<file path="src/rtl/rr_arbiter8_pkg.sv">
// Shared types and sizes for the 8-way round-robin arbiter.
// Imported by the interface, the picker and the top.
package arb_pkg;

  localparam int NUM_REQ = 8;
  localparam int ID_W    = 3;

  typedef enum logic [0:0] {
    IDLE  = 1'b0,
    GRANT = 1'b1
  } state_e;

endpackage

</file>
<file path="src/rtl/rr_arbiter8_if.sv">
// Request/grant bundle between requesters and rr_arbiter8.
// master drives req/done; slave (the arbiter) drives the grant side.
interface rr_arbiter8_if;
  import arb_pkg::*;

  logic [NUM_REQ-1:0] req;
  logic               done;
  logic [NUM_REQ-1:0] gnt;
  logic [ID_W-1:0]    gnt_id;
  logic               gnt_valid;
  logic               timeout;

  modport master (
    output req,
    output done,
    input  gnt,
    input  gnt_id,
    input  gnt_valid,
    input  timeout
  );

  modport slave (
    input  req,
    input  done,
    output gnt,
    output gnt_id,
    output gnt_valid,
    output timeout
  );

endinterface

</file>
<file path="src/rtl/rr_pick8.sv">
// Rotating priority encoder: first set req bit at ptr, ptr+1, ... mod 8.
// Purely combinational.
module rr_pick8
  import arb_pkg::*;
(
  input  logic [NUM_REQ-1:0] req,
  input  logic [ID_W-1:0]    ptr,
  output logic [ID_W-1:0]    id,
  output logic               any
);

  logic [ID_W-1:0] idx;

  // Scan from the far end so the closest-to-ptr hit wins last.
  always_comb begin
    id  = '0;
    any = 1'b0;
    idx = '0;
    for (int i = NUM_REQ - 1; i >= 0; i--) begin
      idx = ptr + ID_W'(i);
      if (req[idx]) begin
        id  = idx;
        any = 1'b1;
      end
    end
  end

endmodule

</file>
<file path="src/rtl/rr_arbiter8.sv">
// 8-way round-robin arbiter, one idle cycle between grants.
// Define ARB_TIMEOUT_EN to build the MAX_HOLD forced release.
module rr_arbiter8
  import arb_pkg::*;
#(
  parameter int MAX_HOLD = 15
) (
  input logic           clk,
  input logic           rst_n,
  rr_arbiter8_if.slave  bus
);

  if (MAX_HOLD < 1 || MAX_HOLD > 15) begin : g_bad_hold
    $error("rr_arbiter8: MAX_HOLD must be 1..15");
  end

  state_e               state_q, state_d;
  logic [ID_W-1:0]      ptr_q, ptr_d;
  logic [NUM_REQ-1:0]   gnt_q, gnt_d;
  logic [ID_W-1:0]      gnt_id_q, gnt_id_d;
  logic                 gnt_valid_q, gnt_valid_d;
  logic                 timeout_q, timeout_d;

  logic [ID_W-1:0]      pick_id;
  logic                 pick_any;
  logic                 owner_req;
  logic                 expire;
  logic                 rel;

  rr_pick8 u_pick (
    .req (bus.req),
    .ptr (ptr_q),
    .id  (pick_id),
    .any (pick_any)
  );

  assign owner_req = bus.req[gnt_id_q];

`ifdef ARB_TIMEOUT_EN
  logic [3:0] hold_q, hold_d;

  assign expire = (hold_q == 4'(MAX_HOLD - 1));

  always_comb begin
    hold_d = hold_q;
    unique case (1'b1)
      (state_q == IDLE): hold_d = '0;
      (hold_q != 4'hF):  hold_d = hold_q + 4'd1;
      default:           hold_d = hold_q;
    endcase
  end

  always_ff @(posedge clk or negedge rst_n) begin
    if (!rst_n) hold_q <= '0;
    else        hold_q <= hold_d;
  end
`else
  assign expire = 1'b0;
`endif

  always_comb begin
    state_d     = state_q;
    ptr_d       = ptr_q;
    gnt_d       = gnt_q;
    gnt_id_d    = gnt_id_q;
    gnt_valid_d = gnt_valid_q;
    timeout_d   = 1'b0;
    rel         = bus.done | ~owner_req | expire;
    unique case (1'b1)
      (state_q == IDLE): begin
        if (pick_any) begin
          state_d     = GRANT;
          gnt_d       = NUM_REQ'(1) << pick_id;
          gnt_id_d    = pick_id;
          gnt_valid_d = 1'b1;
        end
      end
      (state_q == GRANT): begin
        if (rel) begin
          state_d     = IDLE;
          gnt_d       = '0;
          gnt_id_d    = '0;
          gnt_valid_d = 1'b0;
          ptr_d       = gnt_id_q + ID_W'(1);
          // Only a pure expiry counts as a forced release.
          timeout_d   = expire & ~bus.done & owner_req;
        end
      end
      default: state_d = IDLE;
    endcase
  end

  always_ff @(posedge clk or negedge rst_n) begin
    if (!rst_n) begin
      state_q     <= IDLE;
      ptr_q       <= '0;
      gnt_q       <= '0;
      gnt_id_q    <= '0;
      gnt_valid_q <= 1'b0;
      timeout_q   <= 1'b0;
    end else begin
      state_q     <= state_d;
      ptr_q       <= ptr_d;
      gnt_q       <= gnt_d;
      gnt_id_q    <= gnt_id_d;
      gnt_valid_q <= gnt_valid_d;
      timeout_q   <= timeout_d;
    end
  end

  assign bus.gnt       = gnt_q;
  assign bus.gnt_id    = gnt_id_q;
  assign bus.gnt_valid = gnt_valid_q;
  assign bus.timeout   = timeout_q;

endmodule
</file>
<file path="src/flat_wrapper.sv">
// flat-port wrapper written by rule: the top's interface ports become plain ports
module rr_arbiter8_flat import arb_pkg::*;
#(
  parameter int MAX_HOLD = 15
)
  (clk, rst_n, bus_req, bus_done, bus_gnt, bus_gnt_id, bus_gnt_valid, bus_timeout);
  rr_arbiter8_if bus_i ();
  input logic clk;
  input logic rst_n;
  input wire logic [$bits(bus_i.req)-1:0] bus_req;
  input wire logic [$bits(bus_i.done)-1:0] bus_done;
  output wire logic [$bits(bus_i.gnt)-1:0] bus_gnt;
  output wire logic [$bits(bus_i.gnt_id)-1:0] bus_gnt_id;
  output wire logic [$bits(bus_i.gnt_valid)-1:0] bus_gnt_valid;
  output wire logic [$bits(bus_i.timeout)-1:0] bus_timeout;
  assign bus_i.req = bus_req;
  assign bus_i.done = bus_done;
  assign bus_gnt = bus_i.gnt;
  assign bus_gnt_id = bus_i.gnt_id;
  assign bus_gnt_valid = bus_i.gnt_valid;
  assign bus_timeout = bus_i.timeout;
  rr_arbiter8 #(.MAX_HOLD(MAX_HOLD)) u_core (.clk(clk), .rst_n(rst_n), .bus(bus_i));
endmodule
</file>
<file path="config.mk">
export PLATFORM = sky130hd
export DESIGN_NAME = rr_arbiter8_flat
export DESIGN_NICKNAME = d
export VERILOG_FILES = /design/src/rtl/rr_arbiter8_pkg.sv /design/src/rtl/rr_arbiter8_if.sv /design/src/rtl/rr_pick8.sv /design/src/rtl/rr_arbiter8.sv /design/src/flat_wrapper.sv
export SDC_FILE = /design/constraint.sdc
export NUM_CORES = 1
export LEC_CHECK = 0
export BUFFER_PORTS_ARGS = -buffer_cell sky130_fd_sc_hd__buf_4
export CORE_MARGIN = 2
export CORE_UTILIZATION = 30
export DETAILED_ROUTE_END_ITERATION = 6
export PLACE_DENSITY_LB_ADDON = 0.1
export SLEW_MARGIN = 10
export SYNTH_ARGS = -nofsm -noshare
export SYNTH_HDL_FRONTEND = slang
export SYNTH_SLANG_ARGS = --single-unit
</file>
<file path="constraint.sdc">
create_clock -name clk -period 3.01 [get_ports clk]
set_clock_uncertainty 0.05 [all_clocks]
set_input_delay 0.602 -clock clk [delete_from_list [all_inputs] [get_ports clk]]
set_output_delay 0.602 -clock clk [all_outputs]
set_load 0.02 [all_outputs]
</file>
# After elaboration in Yosys (flattened, before gate mapping)
# Cells that the tools add are included.
[totals] in_bits=11 ff_bits=16 output_inout_bits=13 word_cells=76
[op_classes] addsub=8 mux=46 eq_ne=2 shifts=1 n_lt_le_gt_ge=9 reduce_logical=2 bitwise_logic=3
[ops] operator="$lt 3x4->1 const B" n=9
[ops] operator="$mux 3" n=10
[ops] operator="$bmux 1 s3" n=9
[ops] operator="$mux 1" n=21
[ops] operator="$mux 8" n=2
[ops] operator="$pmux 8 s2" n=1
[ops] operator="$add 3x3->3 const B" n=4
[ops] operator="$shl 1x3->8 const A" n=1
[ops] operator="$add 3x1->3 const B" n=2
[ops] operator="$add 3x2->3 const B" n=2
[ops] operator="$pmux 3 s2" n=1
[ops] operator="$pmux 1 s2" n=2
[ops] operator="$reduce_and 2->1" n=2
[ops] operator="$ne 2x1->1 const B" n=1
[ops] operator="$ne 2x2->1 const B" n=1
[ops] operator="$not 1->1" n=2
[ops] operator="$or 1x1->1" n=1

# Depth between registers and ports, before layout
# Gate-level depths: netlist of run 1.
[depth] ltp_word=14 depth_mapped=12 depth_no_buf=9

# Modules after synthesis
# Synthesis of run 1 repeated with hierarchy kept, for this count alone.
[unflattened] cells_unflattened=165 hier_area_um2=1577.8
[modules_own_cells] module="rr_arbiter8" instances=1 cells_each=75 area_per_inst_um2=795.8 seq_area_each_um2=400.4
[modules_own_cells] module="rr_pick8" instances=1 cells_each=90 area_per_inst_um2=782.0 seq_area_each_um2=0.0

# Worst setup path after synthesis of run 1
# OpenSTA, ideal clock, no wires.
[synth_path] path_type="reg2reg" startpoint="register u_core.ptr_q[1]" endpoint="register u_core.gnt_q[3], in the netlist u_core.bus.gnt[3]" setup_ns=0.122 period_less_slack_ns=2.900 stages_incl_launch_ff=12 t_arrival_ns=2.728 setup_slack_ns=0.110 t_required_ns=2.838 path_buffers=3 cell_sequence="dfrtp_1 -> buf_6 -> inv_1 -> ha_1 -> buf_4 -> buf_6 -> mux4_2 -> mux2i_4 -> nand2_1 -> o221ai_2 -> mux2_4 -> a32o_1"
[synth_via] elab_chain_cells=14 word_cells_on_any_way=44 cone_classes="7 x add/sub; 1 x eq/ne; 1 x shift; 34 x mux; 1 x reduce/logical"
[synth_rtl] element="start: declaration" line="rr_arbiter8.sv:18" text="logic [ID_W-1:0] ptr_q, ptr_d;"
[synth_rtl] element="start signal: assignment" line="rr_arbiter8.sv:103" text="ptr_q <= ptr_d;"
[synth_rtl] element="$add 3x3->3" line="rr_pick8.sv:20" text="idx = ptr + ID_W'(i);"
[synth_rtl] element="$bmux 1 s3" line="rr_pick8.sv:21" text="if (req[idx]) begin"
[synth_rtl] element="$mux 1 (not written as such)" line="rr_pick8.sv:21"
[synth_rtl] element="$mux 3 (8 in series)" line="rr_pick8.sv:21"
[synth_rtl] element="$shl 1x3->8" line="rr_arbiter8.sv:73" text="gnt_d = NUM_REQ'(1) << pick_id;"
[synth_rtl] element="$mux 8" line="rr_arbiter8.sv:71" text="if (pick_any) begin"
[synth_rtl] element="$pmux 8 s2" line="rr_arbiter8.sv:69" text="unique case (1'b1)"
[synth_rtl] element="end signal: assignment" line="rr_arbiter8.sv:104" text="gnt_q <= gnt_d;"
[synth_rtl] element="end: declaration" line="rr_arbiter8.sv:19" text="logic [NUM_REQ-1:0] gnt_q, gnt_d;"
# Several ways; a longest one is shown, not always the timed one. The select of a mux whose other input is x is not followed.
# A chain may end at the register's enable or synchronous reset.

# Worst setup path after layout of run 1
[layout_path] startpoint="register u_core.ptr_q[0]" endpoint="register u_core.gnt_q[3], in the netlist u_core.bus.gnt[3]"
# The elaborated chain is that of the path after synthesis.

==> flow_summary_export.csv, run 1 <==
group,metric,value,unit
run_status,status,"finished clean",
sta,hold_violations,0,
global_routing,grt_pass1_wl,7700,um
global_routing,grt_pass1_vias,1425,
logic_synthesis,synth_enable_flop_cells,0,
layout,area_growth,17.62,%
logic_synthesis,synthesis.nets,179,
worst_setup_path,critPathArrivalTime,2940,ps
routing,drt_iter0_drc,105,
logic_synthesis,synth_top_area_cell,"dfrtp_1",
worst_setup_path,crit_path_end_kind,"flip-flop",
logic_synthesis,async_reset_ff_share,100.0,%
logic_synthesis,synthDistinctLibCells,51,
worst_setup_path,r2r_start,"u_core.ptr_q[0]$_DFFE_PN0P_",
sta,rsz0062_at_grt,"no",
routing,dr.pass1.iters,4,
placed_design,dp_hpwl,3490,um
cts,cts_buffer_depth,2,
worst_setup_path,cp-start-kind,"flip-flop",
floorplan,io_pins,24,
routing,vias_per_cell,5.553,
cts,clock-root-buffer,"clkbuf_8",
sta,layout_min_cycle_time,2860,ps
logic_synthesis,post_synth_inst_count,165,
global_routing,grt_use_total,15.15,%
layout,design_area,2063,um2
floorplan,die_h,80.47,um
layout,fill_cells,585,
cts,cts.hold.buffers_added,0,
logic_synthesis,seq_area_frac_synth,22.82,%
logic_synthesis,netlist.area_leader.share,22.82,%
worst_hold_path,hold_path_class,"input pin to async pin",
job,maxCapViolCount,0,
routing,wl_per_cell,17.13,um
routing,drtAntennaViolNets,0,
cts,cts_tree,"yes",
sta,min_period_over_period,95.01,%
sta,drv_slew,0,
global_routing,antenna_found_initial,0,
sta,relSlewSlack,61.97,%
cts,cts_resized,0,
cts,clk_latency,250,ps
cts,h-tree-depth,1,
logic_synthesis,synthTopCellsByArea,"dfrtp_1 (23%), mux4_2 (15%), mux2i_1 (8.6%)",
global_routing,grt-ovfl-total,0,
layout,antennaDiodeCount,0,
worst_setup_path,ff2ff_setup_slack,150,ps
cts,cts_buffers,3,
logic_synthesis,syn_area,1754,um2
placed_design,placed_area,2008,um2
layout,drive_gt1_share,33.68,%
sta,worstMarginPinSlew,564.4,ps
placed_design,portBuffers,22,
logic_synthesis,synth-main-ff-cell,"dfrtp_1",
logic_synthesis,ys_ff_latch,16,
routing,vias,1455,
worst_setup_path,path_max_fanout,17,
cts,cts_num_sinks,16,
routing,remaining_drc_errors,0,
layout,nNetsFinal,205,
logic_synthesis,synth_area_per_cell,10.63,um2
routing,wl,4487,um
floorplan,start_util,31.47,%
floorplan,coreArea,5574,um2
worst_setup_path,worst-r2r-cell-count,9,
cts,post-cts-setup-buffers,0,
worst_setup_path,crit_type,"flip-flop to flip-flop",
floorplan,dieArea,6475,um2
placed_design,gp_congestion,0.8587,
logic_synthesis,synth_warnings,0,
sta,timing.fmax,0.3497,GHz
floorplan,die-width,80.47,um
worst_setup_path,rr_endpoint,"u_core.bus.gnt[3]$_DFFE_PN0P_",
sta,setup-violations-final,0,
sta,setup_tns,0,ps
global_routing,grt_max_degree,18,
cts,clk_pin_slew_worst_paths,60,ps
floorplan,num_rows,27,
worst_setup_path,critical_path_required,3090,ps
[cell usage after synthesis, drive strengths merged (2+ instances only)]
library cell / n
o22ai: 2
nand2: 17
a21o: 2
nor2: 10
o21ai: 11
a211oi: 2
and2: 2
dfrtp: 16
buf: 9
a31oi: 4
nor4: 2
inv: 9
mux2i: 16
a21boi: 2
ha: 3
xor2: 3
a22o: 4
a32o: 4
mux4: 15
mux2: 6
a21oi: 9
xnor2: 2
o31ai: 2
[cell type report]
type	instances	area [um2]	share of cell area, %
repair buffers	31	245.2	11.89
clock buffers	4	55.05	2.668
well taps	72	90.09	4.366
multi-input cells	130	1239	60.04
inverters	9	33.78	1.637
flip-flops and latches	16	400.4	19.41
[metrics by stage]
stage	util (%)	instances	setup slack (ps)	hold slack, ps
floorplan	-	165	110.3	256.4
global placement	36.03	258	174.5	419.6
detailed placement	36.03	258	163.8	420.1
CTS	37.01	262	143.4	156.4
global route	37.01	262	16.16	158.2
finish	37.01	262	150.2	156.6
[worst max path at each step]
stage	cells past startpoint	endpoint	from	slack (ps)
floorplan	11	u_core.bus.gnt[3]$_DFFE_PN0P_	u_core.ptr_q[1]$_DFFE_PN0P_	110
global placement	9	u_core.bus.gnt[3]$_DFFE_PN0P_	u_core.ptr_q[0]$_DFFE_PN0P_	170
detailed placement	9	u_core.bus.gnt[3]$_DFFE_PN0P_	u_core.ptr_q[0]$_DFFE_PN0P_	160
CTS	9	u_core.bus.gnt[3]$_DFFE_PN0P_	u_core.ptr_q[0]$_DFFE_PN0P_	140
global route	10	u_core.bus.gnt[0]$_DFFE_PN0P_	u_core.ptr_q[0]$_DFFE_PN0P_	20
finish	9	u_core.bus.gnt[3]$_DFFE_PN0P_	u_core.ptr_q[0]$_DFFE_PN0P_	150
[metal layers]
metal	vias to the layer above	global-route usage (%)	routed length (um)	share of wire [%]
li1	696	-	-	-
met1	722	22.99	2115	47
met2	37	24.08	2195	49
met3	0	2.022	177	3.9
met4	0	0.6780	0	0
met5	-	0	0	0
[worst max-delay path: stages, from the launching register on]
cell      delay (ps)
dfrtp_1          400
inv_2             70
ha_1             330
buf_12           170
mux2i_1          160
mux4_2           550
a31oi_2          230
o221ai_2         160
mux2_4           360
a32o_1           260
[cells in the final DEF, fill, tap and decap left out, types with 4 or more instances in the layout]
cell type,count
o21ai_1,4
nand2_1,17
dfrtp_1,16
a22o_1,4
clkbuf_8,4
buf_4,30
inv_1,8
o21ai_0,7
a32o_1,4
nor2_1,9
mux2i_1,15
mux4_2,12
a21oi_1,8
[sequential cells by signal, indices dropped and copies added (netlist names)]
name,cells
u_core.state_q,1
u_core.ptr_q,3
u_core.bus.gnt_id,3
u_core.bus.gnt,8
u_core.bus.gnt_valid,1
[cell families after synthesis]
| logic type | count (synthesis) | share of synthesized area (%) |
|---|---|---|
| mux | 37 | 34.24 |
| other cells | 1 | 0.2138 |
| simple gates | 34 | 9.558 |
| fa+ha+maj | 3 | 2.140 |
| buf+inv | 19 | 6.561 |
| xor+xnor | 5 | 3.353 |
| compound gates | 50 | 21.11 |
| flops | 16 | 22.82 |
Power of run 1 is left out: the tool's default activity adds up to more than one toggle a clock period on the data nets, which glitch-free logic cannot reach.
==> run 2: changes to the inputs <==
--- a/config.mk
+++ b/config.mk
@@ -10,6 +10,7 @@
 export CORE_UTILIZATION = 30
 export DETAILED_ROUTE_END_ITERATION = 6
 export PLACE_DENSITY_LB_ADDON = 0.1
+export SETUP_SLACK_MARGIN = 0.1
 export SLEW_MARGIN = 10
 export SYNTH_ARGS = -nofsm -noshare
 export SYNTH_HDL_FRONTEND = slang
==> constraint.sdc (replaced) <==
create_clock -name clk -period 2.4 [get_ports clk]
set_clock_uncertainty 0.05 [all_clocks]
set_input_delay 0.48 -clock clk [delete_from_list [all_inputs] [get_ports clk]]
set_output_delay 0.48 -clock clk [all_outputs]
set_load 0.02 [all_outputs]
==> flow_summary_export.csv, run 2 (synthesized netlist as in run 1, its figures left out) <==
group,metric,value,unit
cts,cts_num_sinks,16,
placed_design,numPlacedInstances,301,
worst_setup_path,cp-start-kind,"flip-flop",
worst_setup_path,path_delay_family,"multiplexers",
cts,clk_latency,250,ps
sta,timing.fmax,0.3706,GHz
sta,layout_min_cycle_time,2699,ps
routing,wl_met3,188,um
sta,hold_violations,0,
cts,clock-root-buffer,"clkbuf_8",
layout,antennaDiodeCount,0,
worst_setup_path,path_cells,"inv_6 -> ha_4 -> buf_6 -> mux2i_2 -> mux4_2 -> a21oi_2 -> o221ai_2 -> mux2_4 -> a32o_1",
routing,vias,1718,
placed_design,portBuffers,22,
placed_design,gp_congestion,0.8241,
floorplan,coreArea,5574,um2
routing,drtAntennaViolNets,0,
routing,drt_iter0_drc,129,
worst_setup_path,critical-path-slowest-cell,"mux4_2",
floorplan,start_util,31.47,%
sta,min_period_over_period,112.4,%
floorplan,num_rows,27,
layout,design_area,2605,um2
cts,h-tree-depth,1,
routing,highest_layer,"met4",
worst_setup_path,crit_buf_inv,2,
routing,vias_per_cell,5.352,
cts,cts.hold.buffers_added,0,
layout,stdcell_count,321,
run_status,violations,"negative setup slack",
worst_setup_path,crit_type,"flip-flop to flip-flop",
layout,drive_gt1_share,55.82,%
worst_hold_path,hold_path_class,"input pin to async pin",
placed_design,dp_hpwl,4146,um
layout,final_cell_mix,"buf_4 (85), nand2_1 (17), mux2i_1 (14), dfrtp_1 (14), mux4_2 (13)",
floorplan,io_pins,24,
global_routing,grt_use_total,17.61,%
layout,fill_cells,534,
sta,setup-violations-final,11,
floorplan,dieArea,6475,um2
global_routing,grt_pass1_wl,8797,um
layout,area_growth,48.50,%
cts,clk_pin_slew_worst_paths,70,ps
worst_setup_path,critical_path_required,2490,ps
layout,nNetsFinal,264,
worst_setup_path,cp_slowest_stage_delay,510,ps
sta,rsz0062_at_grt,"yes",
layout,final_common_cell,"buf_4",
cts,cts_tree,"yes",
sta,drv_slew,0,
global_routing,grt-ovfl-total,0,
sta,finalWorstSetupSlack,-298.7,ps
cts,cts_buffer_depth,2,
placed_design,post-place-ws,-401.7,ps
placed_design,placed_area,2340,um2
global_routing,grt_pass1_vias,1796,
job,maxCapViolCount,0,
routing,remaining_drc_errors,0,
routing,wl,5497,um
routing,wl_per_cell,17.12,um
worst_setup_path,critPathArrivalTime,2790,ps
routing,route.met2.wl,2780,um
run_status,status,"complete, but fails checks",
floorplan,die-width,80.47,um
worst_setup_path,crit_path_end_kind,"flip-flop",
sta,setup_tns,-2464,ps
worst_setup_path,path_max_fanout,8,
routing,drt-met1-wl,2511,um
routing,dr.pass1.iters,4,
global_routing,grt_max_degree,17,
layout,largest_register_ffs,8,
cts,cts_buffers,3,
floorplan,die_h,80.47,um
global_routing,antenna_found_initial,0,
## run 2: cell count changes in the layout (fill, tap and decap cells not counted), moves of 2 or more
| cell | before | now |
|---|---|---|
| buf_6 | 0 | 4 |
| dfrtp_2 | 0 | 2 |
| dfrtp_1 | 16 | 14 |
| a21oi_2 | 1 | 3 |
| nor2_4 | 0 | 2 |
| a21oi_1 | 8 | 6 |
| buf_4 | 30 | 85 |
| nor2_1 | 9 | 7 |
## run 2: final timing paths
check,start,endpoint,slack (ps),cells past startpoint
worst min-delay path,rst_n,u_core.bus.gnt_id[1]$_DFFE_PN0P_,30,1
worst max register to register,u_core.ptr_q[1]$_DFFE_PN0P_,u_core.bus.gnt[7]$_DFFE_PN0P_,-300,9
worst min register to register,u_core.bus.gnt_valid$_DFFE_PN0P_,u_core.bus.gnt_valid$_DFFE_PN0P_,430,1
worst max-delay path,u_core.ptr_q[1]$_DFFE_PN0P_,u_core.bus.gnt[7]$_DFFE_PN0P_,-300,9
min in group clk,u_core.bus.gnt_valid$_DFFE_PN0P_,u_core.bus.gnt_valid$_DFFE_PN0P_,430,1
max in group asynchronous,rst_n,u_core.ptr_q[1]$_DFFE_PN0P_,2080,1
## run 2: layer usage
layer,up-vias,global-route usage [%]
li1,815,-
met1,859,23.12
met2,42,31.25
met3,2,2.921
met4,0,2.034
met5,-,0
## run 2: final cells by class
class                           count  area [um2]  share of cell area, %
Clock buffer                        4       55.05                  2.113
Inverter                            9       38.79                  1.489
Multi-Input combinational cell    130        1330                  51.06
Sequential cell                    16       402.9                  15.47
Tap cell                           72       90.09                  3.458
Timing Repair Buffer               90       688.2                  26.42
## run 2: repair_timing
action,in CTS,in global routing
gates cloned,0,1
gates resized for setup,18,6
setup endpoints to repair,12,13
hold endpoints to repair,0,0
pin swaps,13,8
buffers inserted,13,2
## run 2: metrics by stage
step	utilization [%]	hold slack (ps)
6_report	46.73	26.02
3_3_place_gp	41.98	297.4
2_1_floorplan	-	134.4
3_5_place_dp	41.98	302.9
5_1_grt	46.73	32.66
4_1_cts	45.90	32.97
Power of run 2 is left out for the same reason.
